--- src/rtl/cordic_scheduler.sv ---
// cordic_scheduler
//
// Shares one cordic_pipeline between two requesters. Angles are issued into
// the pipeline under round-robin arbitration, a tag shift register remembers
// which port owns every in-flight operand, and each cosine result is steered
// back to its owner. If the owner of the result at the pipeline head is not
// ready, the pipeline and the tag register freeze together through clk_en.
//
// Handshake semantics (both request and response sides): a transfer happens
// on a rising clock edge where valid and ready are both high. reqX_ready is
// the grant and is only high while reqX_valid is high. rspX_valid does not
// depend on rspX_ready, and a stalled result stays on rspX_data until taken.
//
// Ports:
//   clock, aclr_n            clock, asynchronous active-low reset
//   req0_*/req1_*            request side (valid, data in; ready out)
//   rsp0_*/rsp1_*            response side (valid, data out; ready in)
//   pipe_aclr, pipe_clk_en,  drive the shared cordic_pipeline
//   pipe_dataa, pipe_result  operand to / result from the pipeline
//   in_flight                number of operands currently in the pipeline
module cordic_scheduler #(
    parameter int LATENCY = 16,
    parameter int WIDTH   = 32
) (
    input  logic                         clock,
    input  logic                         aclr_n,
    input  logic                         req0_valid,
    input  logic [WIDTH-1:0]             req0_data,
    output logic                         req0_ready,
    input  logic                         req1_valid,
    input  logic [WIDTH-1:0]             req1_data,
    output logic                         req1_ready,
    output logic                         rsp0_valid,
    output logic [WIDTH-1:0]             rsp0_data,
    input  logic                         rsp0_ready,
    output logic                         rsp1_valid,
    output logic [WIDTH-1:0]             rsp1_data,
    input  logic                         rsp1_ready,
    output logic                         pipe_aclr,
    output logic                         pipe_clk_en,
    output logic [WIDTH-1:0]             pipe_dataa,
    input  logic [WIDTH-1:0]             pipe_result,
    output logic [$clog2(LATENCY+1)-1:0] in_flight
);

    localparam int CW   = $clog2(LATENCY + 1);
    localparam int HEAD = LATENCY - 1;

    // Tag shift register: vld marks a real operand, dst its owning port.
    logic [LATENCY-1:0] vld;
    logic [LATENCY-1:0] dst;
    logic               run;         // low for the first edge after reset release
    logic               last_grant;  // port granted on the most recent accept
    logic [CW-1:0]      in_flight_q;

    logic head_vld;
    logic head_dst;
    logic head_ready;
    logic stall;
    logic can_grant;
    logic grant0;
    logic grant1;
    logic accept;
    logic handshake;

    assign head_vld   = run & vld[HEAD];
    assign head_dst   = dst[HEAD];
    assign head_ready = head_dst ? rsp1_ready : rsp0_ready;

    // A result waiting on an unready owner freezes everything behind it.
    assign stall       = head_vld & ~head_ready;
    assign pipe_clk_en = ~stall;

    assign rsp0_valid = head_vld & ~head_dst;
    assign rsp1_valid = head_vld &  head_dst;
    assign rsp0_data  = pipe_result;
    assign rsp1_data  = pipe_result;
    assign handshake  = (rsp0_valid & rsp0_ready) | (rsp1_valid & rsp1_ready);

    // Round robin: on a tie the port opposite last_grant wins.
    assign can_grant = run & ~stall;
    assign grant0    = can_grant & req0_valid & (~req1_valid |  last_grant);
    assign grant1    = can_grant & req1_valid & (~req0_valid | ~last_grant);
    assign accept    = grant0 | grant1;

    assign req0_ready = grant0;
    assign req1_ready = grant1;

    // With no grant a zero operand enters as a bubble (vld[0] loads 0).
    always_comb begin
        pipe_dataa = '0;
        if (grant0) begin
            pipe_dataa = req0_data;
        end else if (grant1) begin
            pipe_dataa = req1_data;
        end
    end

    // The pipeline clears asynchronously together with this block.
    assign pipe_aclr = ~aclr_n;
    assign in_flight = in_flight_q;

    always_ff @(posedge clock or negedge aclr_n) begin
        if (!aclr_n) begin
            vld         <= '0;
            dst         <= '0;
            run         <= 1'b0;
            last_grant  <= 1'b1;
            in_flight_q <= '0;
        end else begin
            run <= 1'b1;
            if (pipe_clk_en) begin
                vld <= {vld[LATENCY-2:0], accept};
                dst <= {dst[LATENCY-2:0], grant1};
            end
            if (accept) begin
                last_grant <= grant1;
            end
            case ({accept, handshake})
                2'b10:   in_flight_q <= in_flight_q + CW'(1);
                2'b01:   in_flight_q <= in_flight_q - CW'(1);
                default: in_flight_q <= in_flight_q;
            endcase
        end
    end

endmodule

--- config.mk ---
export PLATFORM = sky130hd
export DESIGN_NAME = cordic_scheduler
export DESIGN_NICKNAME = d
export VERILOG_FILES = /design/src/rtl/cordic_scheduler.sv
export SDC_FILE = /design/constraint.sdc
export NUM_CORES = 1
export LEC_CHECK = 0
export CAP_MARGIN = 30
export CORE_MARGIN = 2
export CORE_UTILIZATION = 37
export DETAILED_ROUTE_END_ITERATION = 16
export GPL_TIMING_DRIVEN = 1
export PLACE_DENSITY = 0.84
export SLEW_MARGIN = 30
export SYNTH_ARGS = -nofsm -noshare
export SYNTH_HDL_FRONTEND = slang
export SYNTH_SLANG_ARGS = --single-unit
--- constraint.sdc ---
create_clock -name clock -period 6 [get_ports clock]
set_input_delay 0.9 -clock clock [delete_from_list [all_inputs] [get_ports clock]]
set_output_delay 0.9 -clock clock [all_outputs]
set_load 0.03 [all_outputs]
Word level (Yosys, flattened, before mapping):

Index checks and enable logic that the tools add are counted.

* logic and storage cells: 36
* register bits after elaboration: 39
* input port bits: 102

* bitwise gates (word level): 22
* add/sub/neg operators: 2
* reductions and logical operators: 1
* equality and inequality tests: 2
* mux-type cells: 4

Operator list (number)
* $mux W32: 2
* $and A1 B1 Y1: 11
* $pmux W5 S2: 1
* $not A1 Y1: 7
* $add A5 B1 Y5 const B: 1
* $sub A5 B1 Y5 const B: 1
* $or A1 B1 Y1: 4
* $eq A2 B1 Y1 const B: 1
* $eq A2 B2 Y1 const B: 1
* $reduce_bool A2 Y1: 1
* $mux W1: 1

Longest topological paths before layout:

Gate-level depths: netlist (run 1).

* word-level depth: 10
* gate-level depth with buffers: 11

Worst setup path after synthesis (run 1):

No wires, ideal clock.

* path type: input-to-output
* from: in req0_valid
* to: out pipe_dataa[11]
* slack: 2.880 ns
* arrival time: 2.220 ns
* stages: 7
* data required time: 5.100 ns
* path through: buf_2 nand2_1 and2_1 clkbuf_1 clkbuf_1 nand2_1 a21oi_1

* cells in the longest elaborated chain, start to end: 5
* elaborated cells on any way between the ends: 7
* those cells by class: 2 x mux; 5 x bitwise

Ends and longest elaborated chain
* from (decl): RTL line 27 `input logic req0_valid,`
* $not A1 Y1: RTL line 83 `assign grant1 = can_grant & req1_valid & (~req0_valid | ~last_grant);`
* $or A1 B1 Y1: RTL line 83
* $and A1 B1 Y1: RTL line 83
* $mux W32: RTL line 94 `end else if (grant1) begin`
* $mux W32 *: RTL line 92 `if (grant0) begin`
* to (decl): RTL line 41 `output logic [WIDTH-1:0] pipe_dataa,`

Mark *: on every way between the ends. The rest lies on a longest branch, timed or not.

Worst setup path in the final report (run 1):

* from: in req0_valid
* to: out pipe_dataa[7]

The elaborated chain is that of the path after synthesis.

==> results.sh, run 1 <==
export IMPL_ys_warn_count=0
export IMPL_grt_ovfl_total=0
export IMPL_relSlewSlack=0.578
export IMPL_num_vias=2141
export IMPL_hp_class="flop to flop"
export IMPL_grt_pass1_vias=2152
export IMPL_cts_resized=0
export IMPL_syn_avg_cell_area_um2=9.14
export IMPL_die_w_um=90.4
export IMPL_gp_congestion=0.858
export IMPL_postRouteAntennaNets=0
export IMPL_fp_dieH_um=90.4
export IMPL_fin_cells=440
export IMPL_switching_share=0.374
export IMPL_max_cap_viol_count=0
export IMPL_min_path_cells=1
export IMPL_r2r_cells=10
export IMPL_drive_gt1_frac=0.126
export IMPL_worst_slew_pin_slew_ps=631
export IMPL_syn_instance_count=302
export IMPL_power_density_mw_per_mm2=343
export IMPL_hold_end="vld[15]"
export IMPL_ir_drop_v=0.000117
export IMPL_dpl_hpwl_mm=4.57
export IMPL_finalHoldViolCount=0
export IMPL_slew_violations=0
export IMPL_crit_path_start_kind="input pin"
export IMPL_p_leak_nw=1.50
export IMPL_fp_row_count=31
export IMPL_die_area_mm2=0.00816
export IMPL_path_cells="clkdlybuf4s50_1, buf_4, nand2_1, nand2_2, nand3_1, a21oi_1, clkdlybuf4s50_1"
export IMPL_port_buffer_count=112
export IMPL_fin_skew_ps=2.23
export IMPL_r2r_end="in_flight[4]"
export IMPL_fin_nets=446
export IMPL_finalCritPeriodShare=0.718
export IMPL_rrSetupSlack_ps=3250
export IMPL_finalWirelength_mm=6.21
export IMPL_design_core_area_mm2=0.00725
export IMPL_whs_ps=464
export IMPL_drt_iter0_markers=113
export IMPL_cts_buffer_depth=2
export IMPL_start_util=0.380
export IMPL_final_common_cell="clkdlybuf4s50_1"
export IMPL_synth_area_mm2=0.00276
export IMPL_fin_tns_setup_ps=0
export IMPL_cts_setup_buffers=0
export IMPL_cp_required_ps=5100
export IMPL_seqPwrFrac=0.372
export IMPL_outcome="complete, no violations"
export IMPL_arrival_ps=3410
export IMPL_synth_fp_nets=408
export IMPL_crit_slowest_cell="clkdlybuf4s50_1"
export IMPL_internal_power_uw=754
export IMPL_ys_seq_area_frac=0.354
export IMPL_clkLatencyLatePin_ps=290
export IMPL_ioPinCount=209
export IMPL_via_per_inst=4.87
export IMPL_ys_types=33
export IMPL_track_usage=0.152
export IMPL_p_sw_uw=451
export IMPL_antenna_found_initial=0
export IMPL_most_common_layout_cells="112 x clkdlybuf4s50_1, 38 x nand2_1, 38 x dfrtp_1, 35 x a21oi_1, 32 x nand3_1"
export IMPL_endpoint_kind="output port"
export IMPL_grt_pass1_wl_mm=10.2
export IMPL_worstHoldStart="vld[14]"
export IMPL_post_route_drc_count=0
export IMPL_ys_seq_elements=39
export IMPL_clockPowerShare=0.140
export IMPL_cts_buffers=5
export IMPL_rsz0062_at_grt="false"
export IMPL_crit_fanout=36
export IMPL_cts_sinks=39
export IMPL_area_delta_synth_final_pct=27.4
export IMPL_grt_max_degree=41
export IMPL_dpl_cell_count=432
export IMPL_fin_crit_ps=4310
export IMPL_root_buffer="clkbuf_8"
export IMPL_slowest_delay_ps=720
export IMPL_dr_pass1_iters=4
export IMPL_p_comb_frac=0.488
export IMPL_path_class="input pin to output port"
export IMPL_cts_tree="yes"
export IMPL_crit_top_cell="clkdlybuf4s50_1"
export IMPL_num_antenna_cells=0
export IMPL_final_setup_viol_count=0
export IMPL_postLayoutCoreUtil=0.485
export IMPL_ctsHoldBuffers=0
export IMPL_wl_per_cell_um=14.1
export IMPL_clock_fmax_ghz=0.232
export IMPL_clkTransAtPathRegs_ps=70
export IMPL_cts_htree_levels=2
export IMPL_rr_startpoint="dst[15]"
power by group through the flow:
stage                     combinational, mW  clock [mW]  sequential (mW)
after floorplan                       0.457           0            0.464
after global placement                0.574           0            0.444
after detailed placement              0.593           0            0.451
after CTS                             0.595       0.175            0.448
after global routing                  0.633       0.188            0.463
final                                 0.588       0.169            0.448
through the flow:
step	power [mW]	area (um^2)	setup WS (ps)
6_report	1.20	3520	1690
3_5_place_dp	1.04	3430	1690
4_1_cts	1.22	3520	1690
3_3_place_gp	1.02	3420	1390
5_1_grt	1.28	3520	1510
2_1_floorplan	0.921	2760	2880
Yosys cell counts:
| library cell | number | area [um^2] |
|---|---|---|
| clkbuf_1 | 14 | 52.6 |
| dfstp_2 | 1 | 26.3 |
| a21oi_1 | 35 | 175 |
| buf_2 | 2 | 10.0 |
| and3b_1 | 1 | 8.76 |
| a21boi_0 | 1 | 7.51 |
| and3_1 | 3 | 18.8 |
| a311oi_1 | 1 | 8.76 |
| buf_4 | 64 | 480 |
| nor2_1 | 5 | 18.8 |
| nor4bb_1 | 1 | 10.0 |
| ha_1 | 4 | 50.1 |
| mux2_4 | 17 | 255 |
| and2_1 | 1 | 6.26 |
| nor3_1 | 1 | 5.00 |
| inv_8 | 1 | 11.3 |
| o21ai_0 | 5 | 25.0 |
| nor2b_1 | 2 | 12.5 |
| a31oi_1 | 3 | 18.8 |
| buf_6 | 1 | 11.3 |
| inv_1 | 2 | 7.51 |
| nand2b_1 | 3 | 18.8 |
| xnor2_1 | 1 | 8.76 |
| nand4b_1 | 1 | 8.76 |
| mux2i_1 | 1 | 10.0 |
| nand3_1 | 32 | 160 |
| a22o_1 | 1 | 8.76 |
| buf_12 | 2 | 40.0 |
| nand2_1 | 40 | 150 |
| xor2_1 | 5 | 43.8 |
| mux2_2 | 12 | 135 |
| dfrtp_1 | 38 | 951 |
| conb_1 | 1 | 3.75 |
cell families after synthesis:
kind of cell	Yosys count	synth area share
AO/OA/AOI/OAI	46	0.0884
other	1	0.00136
XOR/XNOR	6	0.0190
flip-flops	39	0.354
adder cells (fa/ha/maj)	4	0.0181
AND/OR/NAND/NOR	90	0.151
multiplexers	30	0.145
buffers and inverters	86	0.222
final cells by class:
class,count,area (um^2)
clock buffers,6,72.6
fillers,666,3740
multi-input cells,177,1170
flip-flops and latches,39,977
inverters,3,18.8
well taps,99,124
repair buffers,114,1140
clock inverters,2,12.5
metal layers:
metal / vias to the layer above / wire (um) / global-route usage
met1: 1008 / 2450 / 0.169
met4: 0 / 190 / 0.0821
met2: 81 / 3130 / 0.267
li1: 1028 / - / -
met5: - / 0 / 0
met3: 24 / 444 / 0.0359
how the worst max path moves through the flow:
| stage | startpoint | endpoint | slack (ps) |
|---|---|---|---|
| 6_report | req0_valid | pipe_dataa[7] | 1690 |
| 5_1_grt | req0_valid | pipe_dataa[7] | 1510 |
| 4_1_cts | req0_valid | pipe_dataa[7] | 1690 |
| 3_5_place_dp | req0_valid | pipe_dataa[24] | 1690 |
| 3_3_place_gp | req0_valid | pipe_dataa[24] | 1390 |
| 2_1_floorplan | req0_valid | pipe_dataa[11] | 2880 |
worst max-delay path: cells and delay by family:
family	cells	cell delay [ps]
simple gates	3	790
buf+inv	3	1500
compound gates	1	200
state kept, by name, indices dropped and copies added, names as in the netlist:
name	count
run	1
in_flight	5
dst	16
last_grant	1
vld	16
Note: power is estimated with default switching activity, not from simulation.
==> run 2: changes to the inputs <==
Settings changed: CORE_UTILIZATION 37 to 31, PLACE_DENSITY 0.84 to 0.75.
Clock period 6 ns to 3.5 ns, I/O delays scaled along.
==> results.sh, run 2 (synthesis gave the netlist of run 1 again) <==
export IMPL_outcome="complete, no violations"
export IMPL_p_leak_nw=1.60
export IMPL_fp_row_count=34
export IMPL_crit_slowest_cell="clkdlybuf4s50_1"
export IMPL_crit_fanout=28
export IMPL_cts_htree_levels=2
export IMPL_grt_ovfl_total=0
export IMPL_fp_dieH_um=98.3
export IMPL_via_per_inst=4.88
export IMPL_path_cells="clkdlybuf4s50_1, mux2i_1, and3_1, inv_8, clkdlybuf4s50_1"
export IMPL_grt_max_degree=40
export IMPL_start_util=0.318
export IMPL_finalHoldViolCount=0
export IMPL_drive_gt1_frac=0.226
export IMPL_cts_buffer_depth=2
export IMPL_gp_congestion=0.744
export IMPL_die_area_mm2=0.00967
export IMPL_slowest_delay_ps=630
export IMPL_fin_tns_setup_ps=0
export IMPL_num_antenna_cells=0
export IMPL_cp_required_ps=2970
export IMPL_max_cap_viol_count=0
export IMPL_cts_buffers=5
export IMPL_grt_pass1_vias=2165
export IMPL_root_buffer="clkbuf_8"
export IMPL_clock_fmax_ghz=0.331
export IMPL_finalCritPeriodShare=0.864
export IMPL_finalWirelength_mm=7.12
export IMPL_final_common_cell="clkdlybuf4s50_1"
export IMPL_area_delta_synth_final_pct=27.6
export IMPL_fin_nets=450
export IMPL_fin_cells=453
export IMPL_most_common_layout_cells="79 x clkdlybuf4s50_1, 40 x nand2_1, 38 x dfrtp_1, 37 x buf_4, 35 x a21oi_1"
export IMPL_finalPower_mw=2.15
export IMPL_num_vias=2212
export IMPL_wl_per_cell_um=15.7
export IMPL_antenna_found_initial=0
export IMPL_cts_tree="yes"
export IMPL_crit_top_cell="clkdlybuf4s50_1"
export IMPL_endpoint_kind="output port"
export IMPL_port_buffer_count=112
export IMPL_r2r_cells=10
export IMPL_final_setup_viol_count=0
export IMPL_post_route_drc_count=0
export IMPL_postRouteAntennaNets=0
export IMPL_ioPinCount=209
export IMPL_dr_pass1_iters=4
export IMPL_min_path_cells=1
export IMPL_arrival_ps=2500
export IMPL_cts_setup_buffers=0
export IMPL_cts_sinks=39
export IMPL_path_class="input pin to output port"
export IMPL_drt_iter0_markers=46
export IMPL_hp_class="flop to flop"
export IMPL_power_density_mw_per_mm2=610
export IMPL_design_core_area_mm2=0.00868
export IMPL_fin_skew_ps=6.48
export IMPL_rsz0062_at_grt="false"
export IMPL_grt_pass1_wl_mm=11.0
export IMPL_clkLatencyLatePin_ps=290
export IMPL_slew_violations=0
export IMPL_crit_path_start_kind="input pin"
export IMPL_track_usage=0.142
export IMPL_ir_drop_v=0.000204
export IMPL_cts_resized=0
export IMPL_fin_crit_ps=3030
export IMPL_die_w_um=98.3
export IMPL_dpl_cell_count=445
export IMPL_ctsHoldBuffers=0
export IMPL_clkTransAtPathRegs_ps=70
export IMPL_dpl_hpwl_mm=5.65
==> run 2: changes by cell type in the layout (fill, tap and decap cells not counted) <==
| cell | before | now |
|---|---|---|
| and2_1 | 0 | 1 |
| and2_2 | 1 | 0 |
| buf_12 | 0 | 2 |
| buf_4 | 2 | 37 |
| bufinv_16 | 0 | 1 |
| clkbuf_1 | 1 | 0 |
| clkdlybuf4s50_1 | 112 | 79 |
| clkinv_4 | 0 | 1 |
| clkinvlp_4 | 1 | 0 |
| nand2_1 | 38 | 40 |
| nand2_2 | 2 | 0 |
==> run 2: area by class of cell <==
type,count,area [um^2]
fillers,846,5160
clock inverters,3,43.8
flip-flops and latches,39,977
repair buffers,118,1110
clock buffers,5,68.8
multi-input cells,177,1170
inverters,3,18.8
well taps,108,135
==> run 2: power breakdown <==
| group | total (mW) | internal (mW) | leakage, nW | switching (mW) |
|---|---|---|---|---|
| sequential | 0.769 | 0.637 | 0.493 | 0.132 |
| clock | 0.369 | 0.212 | 0.0581 | 0.157 |
| combinational | 1.01 | 0.511 | 1.05 | 0.499 |
==> run 2: path summary, 6_finish.rpt <==
| kind | from | to | slack (ps) |
|---|---|---|---|
| max | rsp1_ready | pipe_clk_en | 470 |
| min | vld[14] | vld[15] | 460 |
| max in group asynchronous | aclr_n | last_grant | 2450 |
| min reg2reg | vld[14] | vld[15] | 460 |
| min in group asynchronous | aclr_n | in_flight[2] | 700 |
| max reg2reg | dst[15] | in_flight[2] | 890 |
==> run 2: routing by layer <==
metal,global-route usage,share of wire,wire (um)
met5,0,0,0
met4,0.0432,0.015,106
met3,0.0565,0.091,648
met2,0.245,0.51,3600
met1,0.162,0.39,2770
==> run 2: through the flow <==
stage	hold slack (ps)	setup slack, ps	util	cell area (um^2)
after global placement	444	430	0.393	3410
after floorplan	229	965	-	2760
after CTS	463	482	0.406	3520
after detailed placement	446	341	0.393	3410
after global routing	479	384	0.406	3520
final	463	474	0.406	3520
==> run 2: worst max-delay path: cells and delay by family <==
kind	cells	cell delay [ps]
buffers and inverters	3	1220
AND/OR/NAND/NOR	1	440
multiplexers	1	300
==> run 3: changes to the inputs <==
Settings changed: GPL_TIMING_DRIVEN 1 to not set.
==> results of run 3 <==
No change in the layout: final DEF, timing and power equal those of run 2.
